File: src/rtl/pipe_ctrl_pkg.sv
// Shared definitions for the pipeline hazard controller: FSM state encoding,
// wait-counter width and the default memory timeout.
package pipe_ctrl_pkg;

    typedef enum logic [1:0] {
        ST_RUN     = 2'b00,
        ST_MEMWAIT = 2'b01,
        ST_ERROR   = 2'b10
    } state_t;

    localparam int CNT_W               = 16;
    localparam int TIMEOUT_CYC_DEFAULT = 255;

endpackage

File: src/rtl/hazard_detect.sv
// Combinational load-use hazard detector: the load in EX writes a register
// that the instruction in ID needs as a source.
module hazard_detect (
    input  logic [4:0] i_id_rs,
    input  logic [4:0] i_id_rt,
    input  logic       i_id_uses_rt,
    input  logic       i_ex_mem_read,
    input  logic [4:0] i_ex_rw,
    output logic       o_hazard
);

    logic w_rs_match;
    logic w_rt_match;

    // r0 is hardwired zero, so a load targeting it never creates a dependency.
    assign w_rs_match = (i_ex_rw == i_id_rs);
    assign w_rt_match = i_id_uses_rt && (i_ex_rw == i_id_rt);
    assign o_hazard   = i_ex_mem_read && (i_ex_rw != 5'd0) && (w_rs_match || w_rt_match);

endmodule

File: src/rtl/pipe_hazard_ctrl.sv
// Pipeline stall/flush controller: load-use bubbles, branch flushes and a
// RUN/MEMWAIT/ERROR machine that freezes the pipe on slow data memory.
module pipe_hazard_ctrl
    import pipe_ctrl_pkg::*;
#(
    parameter int TIMEOUT_CYC = TIMEOUT_CYC_DEFAULT
) (
    input  logic        clk,
    input  logic        reset,
    input  logic [4:0]  ID_Rs,
    input  logic [4:0]  ID_Rt,
    input  logic        ID_UsesRt,
    input  logic        ID_BranchTaken,
    input  logic        EX_MemRead,
    input  logic [4:0]  EX_Rw,
    input  logic        MEM_MemAccess,
    input  logic        dmem_ready,
    output logic        PC_En,
    output logic        IFID_En,
    output logic        IDEX_En,
    output logic        EXMEM_En,
    output logic        MEMWB_En,
    output logic        IFID_Flush,
    output logic        IDEX_Flush,
    output logic        dmem_req,
    output logic        mem_timeout,
    output logic [15:0] stall_cnt,
    output logic [1:0]  o_dbg_state
);

    localparam logic [CNT_W-1:0] LP_TIMEOUT = CNT_W'(TIMEOUT_CYC);

    state_t           r_state;
    state_t           w_next_state;
    logic [CNT_W-1:0] r_wait_cnt;
    logic [CNT_W-1:0] w_wait_cnt_next;
    logic [15:0]      r_stall_cnt;

    logic w_hazard;
    logic w_pipe_go;
    logic w_pc_en, w_ifid_en, w_idex_en, w_exmem_en, w_memwb_en;
    logic w_ifid_flush, w_idex_flush, w_dmem_req, w_timeout;

    hazard_detect u_hazard_detect (
        .i_id_rs       (ID_Rs),
        .i_id_rt       (ID_Rt),
        .i_id_uses_rt  (ID_UsesRt),
        .i_ex_mem_read (EX_MemRead),
        .i_ex_rw       (EX_Rw),
        .o_hazard      (w_hazard)
    );

    always_ff @(posedge clk or posedge reset) begin
        if (reset) begin
            r_state    <= ST_RUN;
            r_wait_cnt <= '0;
        end else begin
            r_state    <= w_next_state;
            r_wait_cnt <= w_wait_cnt_next;
        end
    end

    always_comb begin
        w_next_state    = r_state;
        w_wait_cnt_next = r_wait_cnt;
        w_pipe_go       = 1'b0;
        w_dmem_req      = 1'b0;
        w_timeout       = 1'b0;
        w_pc_en         = 1'b0;
        w_ifid_en       = 1'b0;
        w_idex_en       = 1'b0;
        w_exmem_en      = 1'b0;
        w_memwb_en      = 1'b0;
        w_ifid_flush    = 1'b0;
        w_idex_flush    = 1'b0;

        case (r_state)
            ST_RUN: begin
                w_dmem_req = MEM_MemAccess;
                if (MEM_MemAccess && !dmem_ready) begin
                    w_next_state    = ST_MEMWAIT;
                    w_wait_cnt_next = CNT_W'(1);
                end else begin
                    w_pipe_go = 1'b1;
                end
            end
            ST_MEMWAIT: begin
                w_dmem_req = 1'b1;
                if (dmem_ready) begin
                    w_next_state = ST_RUN;
                    w_pipe_go    = 1'b1;
                end else if (r_wait_cnt == LP_TIMEOUT) begin
                    w_next_state = ST_ERROR;
                end else begin
                    w_wait_cnt_next = r_wait_cnt + CNT_W'(1);
                end
            end
            ST_ERROR: begin
                w_timeout = 1'b1;
            end
            default: begin
                w_next_state = ST_RUN;
            end
        endcase

        // A pending load-use bubble overrides the branch flush: the branch
        // operands are not ready, so the branch re-resolves next cycle.
        if (w_pipe_go) begin
            w_idex_en  = 1'b1;
            w_exmem_en = 1'b1;
            w_memwb_en = 1'b1;
            if (w_hazard) begin
                w_idex_flush = 1'b1;
            end else begin
                w_pc_en      = 1'b1;
                w_ifid_en    = 1'b1;
                w_ifid_flush = ID_BranchTaken;
            end
        end
    end

    always_ff @(posedge clk or posedge reset) begin
        if (reset) begin
            r_stall_cnt <= '0;
        end else if (!PC_En && (r_stall_cnt != 16'hFFFF)) begin
            r_stall_cnt <= r_stall_cnt + 16'd1;
        end
    end

    assign PC_En       = w_pc_en      & ~reset;
    assign IFID_En     = w_ifid_en    & ~reset;
    assign IDEX_En     = w_idex_en    & ~reset;
    assign EXMEM_En    = w_exmem_en   & ~reset;
    assign MEMWB_En    = w_memwb_en   & ~reset;
    assign IFID_Flush  = w_ifid_flush & ~reset;
    assign IDEX_Flush  = w_idex_flush & ~reset;
    assign dmem_req    = w_dmem_req   & ~reset;
    assign mem_timeout = w_timeout    & ~reset;
    assign stall_cnt   = r_stall_cnt;
    assign o_dbg_state = r_state;

endmodule

File: config.mk
export PLATFORM = sky130hd
export DESIGN_NAME = pipe_hazard_ctrl
export DESIGN_NICKNAME = d
export VERILOG_FILES = /design/src/rtl/pipe_ctrl_pkg.sv /design/src/rtl/hazard_detect.sv /design/src/rtl/pipe_hazard_ctrl.sv
export SDC_FILE = /design/constraint.sdc
export NUM_CORES = 1
export LEC_CHECK = 0
export ABC_AREA = 1
export CAP_MARGIN = 20
export CORE_MARGIN = 2
export CORE_UTILIZATION = 40
export CTS_BUF_LIST = sky130_fd_sc_hd__clkbuf_16
export DETAILED_ROUTE_END_ITERATION = 7
export PLACE_DENSITY = 0.72
export SYNTH_ARGS = -nofsm -noshare
export SYNTH_HDL_FRONTEND = slang
export SYNTH_SLANG_ARGS = --single-unit
export TNS_END_PERCENT = 1
File: constraint.sdc
create_clock -name clk -period 2.25 [get_ports clk]
set_input_delay 0.225 -clock clk [delete_from_list [all_inputs] [get_ports clk]]
set_output_delay 0.225 -clock clk [all_outputs]
set_load 0.01 [all_outputs]
======== After elaboration in Yosys (flattened, before gate mapping) ========
Index checks and enable logic that the tools add are counted.
W data, S select, Z words.
word-level totals
  register bits after elaboration ......... 34
  latch bits .............................. 0
  RAM bits ................................ 0
  memory bits (read-only) ................. 0
  output and inout port bits .............. 27
  memories ................................ 0
operators by class
  add/sub/neg operators ................... 2
  $mul .................................... 0
  div/mod/pow operators ................... 0
  magnitude comparators ................... 0
  equal/unequal tests ..................... 10
  shift-type cells ........................ 0
  multiplexer cells ....................... 20
  bitwise logic cells ..................... 8
  reductions and logical operators ........ 13
operators with widths
  operator                 count
  $mux W16                 3
  $add A16 B1 Y16 const B  2
  $pmux W16 S2             1
  $eq A16 B8 Y1 const B    1
  $ne A16 B16 Y1 const B   1
  $eq A5 B5 Y1             2
  $mux W1                  10
  $and A1 B1 Y1            6
  $mux W2                  3
  $ne A2 B2 Y1 const B     3
  $pmux W2 S3              1
  $logic_and A1 B1 Y1      5
  $reduce_bool A5 Y1       1
  $pmux W1 S2              2
  $reduce_and A4 Y1        1
  $ne A3 B3 Y1 const B     1
  $reduce_and A3 Y1        1
  $eq A2 B1 Y1 const B     1
  $eq A2 B2 Y1 const B     1
  $logic_not A1 Y1         2
  $logic_not A2 Y1         1
  $not A1 Y1               2
  $reduce_bool A2 Y1       1
  $logic_or A1 B1 Y1       1

======== Depth between registers and ports, before layout ========
  depth after elaboration ................. 9
  mapped depth ............................ 12

======== Modules after synthesis ========
Synthesis repeated with hierarchy kept, for this count alone.
second synthesis, totals
  cells, all modules ...................... 341
  area total of the unflattened synthesis .. 2,277.2 sq um
modules (own cells, without submodules)
  module            times used  cells each  area each (sq um)
  pipe_hazard_ctrl  1           289         2,070.7
  hazard_detect     1           52          206.4

======== Worst setup path before layout ========
No wires, ideal clock.
  path kind ............................... flip-flop to output port
  from .................................... register r_state[1], in the netlist o_dbg_state[1]
  to ...................................... output port PC_En
  data arrival time ....................... 1.664 ns
  data required time ...................... 2.025 ns
  setup slack ............................. 0.361 ns
  cell stages (with the launch flop) ...... 11
  buffers on the path ..................... 3
  path through ............................ dfrtp_1 > inv_1 > nand2_1 > o21ai_1 > inv_1 > nor2_2 > nand2_1 > buf_4 > buf_6 > inv_1 > buf_4
on the way
  word-level cells in the longest chain between the ends .. 4
  elaborated cells between the ends (all ways) .. 5
  classes of those cells .................. eq/ne (1); mux (2); bitwise (1); reduce/logical (1)
RTL lines
  what                                                     RTL line                text
  start: declaration                                       pipe_hazard_ctrl.sv:33  state_t r_state;
  start signal: assignment                                 pipe_hazard_ctrl.sv:58  r_state <= w_next_state;
  $eq A2 B1 Y1 / $logic_not A2 Y1 (equally long branches)  pipe_hazard_ctrl.sv:77  case (r_state)
  $pmux W1 S2 *                                            pipe_hazard_ctrl.sv:77
  $mux W1 *                                                --
  $and A1 B1 Y1 *                                          --
  end: declaration                                         pipe_hazard_ctrl.sv:18  output logic PC_En,
Every way passes the cells marked *; elsewhere a longest branch is shown, timed or not.

======== Worst setup path in the final report ========
  from .................................... input port dmem_ready
  to ...................................... output port IDEX_En
on the way
  word-level cells in the longest chain between the ends .. 6
  elaborated cells between the ends (all ways) .. 7
  classes of those cells .................. mux (4); bitwise (1); reduce/logical (2)
RTL lines
  what                 RTL line                 text
  start: declaration   pipe_hazard_ctrl.sv:17   input logic dmem_ready,
  $logic_not A1 Y1     pipe_hazard_ctrl.sv:80   if (MEM_MemAccess && !dmem_ready) begin
  $logic_and A1 B1 Y1  pipe_hazard_ctrl.sv:80
  $mux W1              pipe_hazard_ctrl.sv:80
  $pmux W1 S2 *        pipe_hazard_ctrl.sv:77
  $mux W1 *            pipe_hazard_ctrl.sv:108  if (w_pipe_go) begin
  $and A1 B1 Y1 *      pipe_hazard_ctrl.sv:132  assign IDEX_En = w_idex_en & ~reset;
  end: declaration     pipe_hazard_ctrl.sv:20   output logic IDEX_En,
Marks and branches as above.

==> qor.yml <==
outcome: "finished clean"
crit_family: "buffers and inverters"
rows: 28
cp_max_fo: 3
irDropWorstVdd_mv: 0.291
finalWeightedCongestion: 0.850
ys_warn_count: 0
wirelength_microns: 5810
clk_pin_slew_ns: 0.06
setup_viol: 0
internal_power_mw: 1.06
grt_pass1_wl_microns: 10000
io_pins: 49
grt_usage: 0.191
synthCells: 367
synth.avg_cell_area_sq_um: 6.60
timing.final.hold_violations: 0
p_leak_nw: 1.57
cts_sinks: 34
seqPwrFrac: 0.451
crit_type: "primary input to primary output"
placed_area_sq_um: 2960
drive_gt1_frac: 0.0529
total_power_mw: 1.36
min_period_over_period: 0.937
rsz0062_at_grt: "false"
hpwl_microns: 4270
worst_setup_path_start_kind: "primary input"
syn2layout_area_growth_pct: 28.6
max-cap-violations: 0
fin_skew_ns: 0.00772
design_area_sq_um: 3110
switchingPower_mw: 0.297
worstPathCellList: "clkdlybuf4s50_1 -> inv_1 -> nand2_1 -> nand3_1 -> o21ai_2 -> inv_1 -> nor2_2 -> buf_4 -> clkdlybuf4s50_1"
core_sq_um: 5890
die_area_sq_um: 6690
vias: 2394
die_h_microns: 81.8
antenna_found_initial: 0
final_common_cell: "nand2_1"
post_cts_buffers: 0
wl_per_cell_microns: 11.8
fin_crit_ns: 2.11
maxSlewViolCount: 0
yosysSeqAreaShare: 0.351
cts_buffer_depth: 2
worst_slew_pin_slew_ns: 0.527
yosysUniqueCellTypes: 25
crit_arrival_ns: 1.88
p_clk_frac: 0.482
final_nets: 439
numCtsBuffers: 5
tritoncts: "done"
netlist.area_leader.share: 0.351
max_stage_delay_ns: 0.53
clk_latency_ns: 0.28
setup_tns_ns: 0
viasPerCell: 4.88
portBuffers: 48
critPathBufInv: 5
initial_utilization: 0.412
ctsHtreeMaxLevel: 2
layout_common_cells: "nand2_1 (123), inv_1 (52), nand3_1 (45)"
min_path_type: "primary input to async pin"
grt_pass1_vias: 2262
critPathCaptureType: "primary output"
p_comb_frac: 0.067
slowest_stage: "clkdlybuf4s50_1"
synth_area_sq_um: 2420
drc: 0
n_antenna_cell: 0
max-slew-margin-rel: 0.648
ant_nets: 0
die_w_microns: 81.8
synth_seq_cells: 34
switching_share: 0.219
first_pass_iters: 4
overflow: 0
drt_iter0_drc: 226
synthTopCellsByArea: "dfrtp_1 (35%), nand2_1 (19%), nand3_1 (9.3%)"
synth_top_cell_by_area: "dfrtp_1"
fmax_mhz: 474
grt_max_degree: 24
root_buffer: "clkbuf_16"
syn-num-nets: 391
power.density_nw_per_um2: 436
cp.required_ns: 2.03
metal layers:
metal	global-route usage	share of wire	vias up
met5	0	0	-
met4	0.0517	0.0084	0
met3	0.0538	0.059	4
met2	0.309	0.47	68
met1	0.251	0.46	1066
li1	-	-	1256
cell families (layout without fill, tap and decap cells):
group	after synthesis	count (layout)	synth area share
XOR/XNOR	16	16	0.0578
AO/OA/AOI/OAI	19	19	0.0393
flip-flops	34	34	0.351
AND/OR/NAND/NOR	233	233	0.427
buffers and inverters	63	112	0.114
adder cells (fa/ha/maj)	2	2	0.0103
power groups by stage:
stage | registers (mW) | clock network (mW) | logic, mW
3_3_place_gp | 0.623 | 0 | 0.0917
4_1_cts | 0.612 | 0.667 | 0.0932
5_1_grt | 0.611 | 0.701 | 0.103
2_1_floorplan | 0.623 | 0 | 0.0359
3_5_place_dp | 0.623 | 0 | 0.0928
6_report | 0.612 | 0.655 | 0.0912
metrics by stage:
stage | util | hold slack, ns | setup WS [ns] | std cells
2_1_floorplan | - | 0.367 | 0.361 | 367
3_3_place_gp | 0.503 | 0.498 | 0.0653 | 483
3_5_place_dp | 0.503 | 0.513 | 0.0356 | 483
4_1_cts | 0.527 | 0.461 | 0.0302 | 491
5_1_grt | 0.529 | 0.492 | 0.0281 | 491
6_report | 0.529 | 0.432 | 0.141 | 491
worst reg2reg max path, delay by kind of cell (launching register included):
family | cells | cell delay, ns
adders and majority gates | 1 | 0.28
DFF | 1 | 0.45
and+or+nand+nor | 6 | 1.20
worst paths after layout:
path	from	end	slack, ns	cells after the start
worst max-delay path	dmem_ready	IDEX_En	0.14	9
worst min-delay path	reset	stall_cnt[12]	0.43	2
worst max register to register	stall_cnt[0]	stall_cnt[2]	0.26	7
worst min register to register	r_wait_cnt[15]	r_wait_cnt[15]	0.52	2
max in group asynchronous	reset	stall_cnt[3]	1.31	3
min in group clk	r_wait_cnt[15]	r_wait_cnt[15]	0.52	2
cell type report:
class,count,area [sq um]
fill,599,2770
multi-input combinational,270,1300
sequential,34,851
timing repair buffer,52,533
inverter,52,195
clock buffer,5,125
tap,75,93.8
clock inverter,3,12.5
flip-flops by register name, indices dropped and copies added, names as in the netlist:
name / count
o_dbg_state: 2
r_wait_cnt: 16
stall_cnt: 16
cells in the mapped netlist:
cell type / n
nor3_4: 1
buf_6: 2
a21oi_1: 1
clkbuf_1: 1
nand4_4: 1
ha_1: 2
nand2_1: 125
o21ai_1: 4
xor2_1: 10
buf_2: 2
nor3_1: 12
nand3_2: 1
buf_4: 6
nor2_1: 31
nand2_4: 1
and2_2: 1
nand3_1: 45
nor2_2: 2
nand4_1: 12
nor3_2: 1
inv_1: 51
inv_2: 1
dfrtp_1: 34
o21ai_0: 14
xnor2_1: 6
what timing repair did:
action	CTS	global route
resized for setup	2	5
endpoints found under the setup margin	3	7
hold buffers	0	0
endpoints found under the hold margin	0	0
Power figures use the tool's default switching activity.
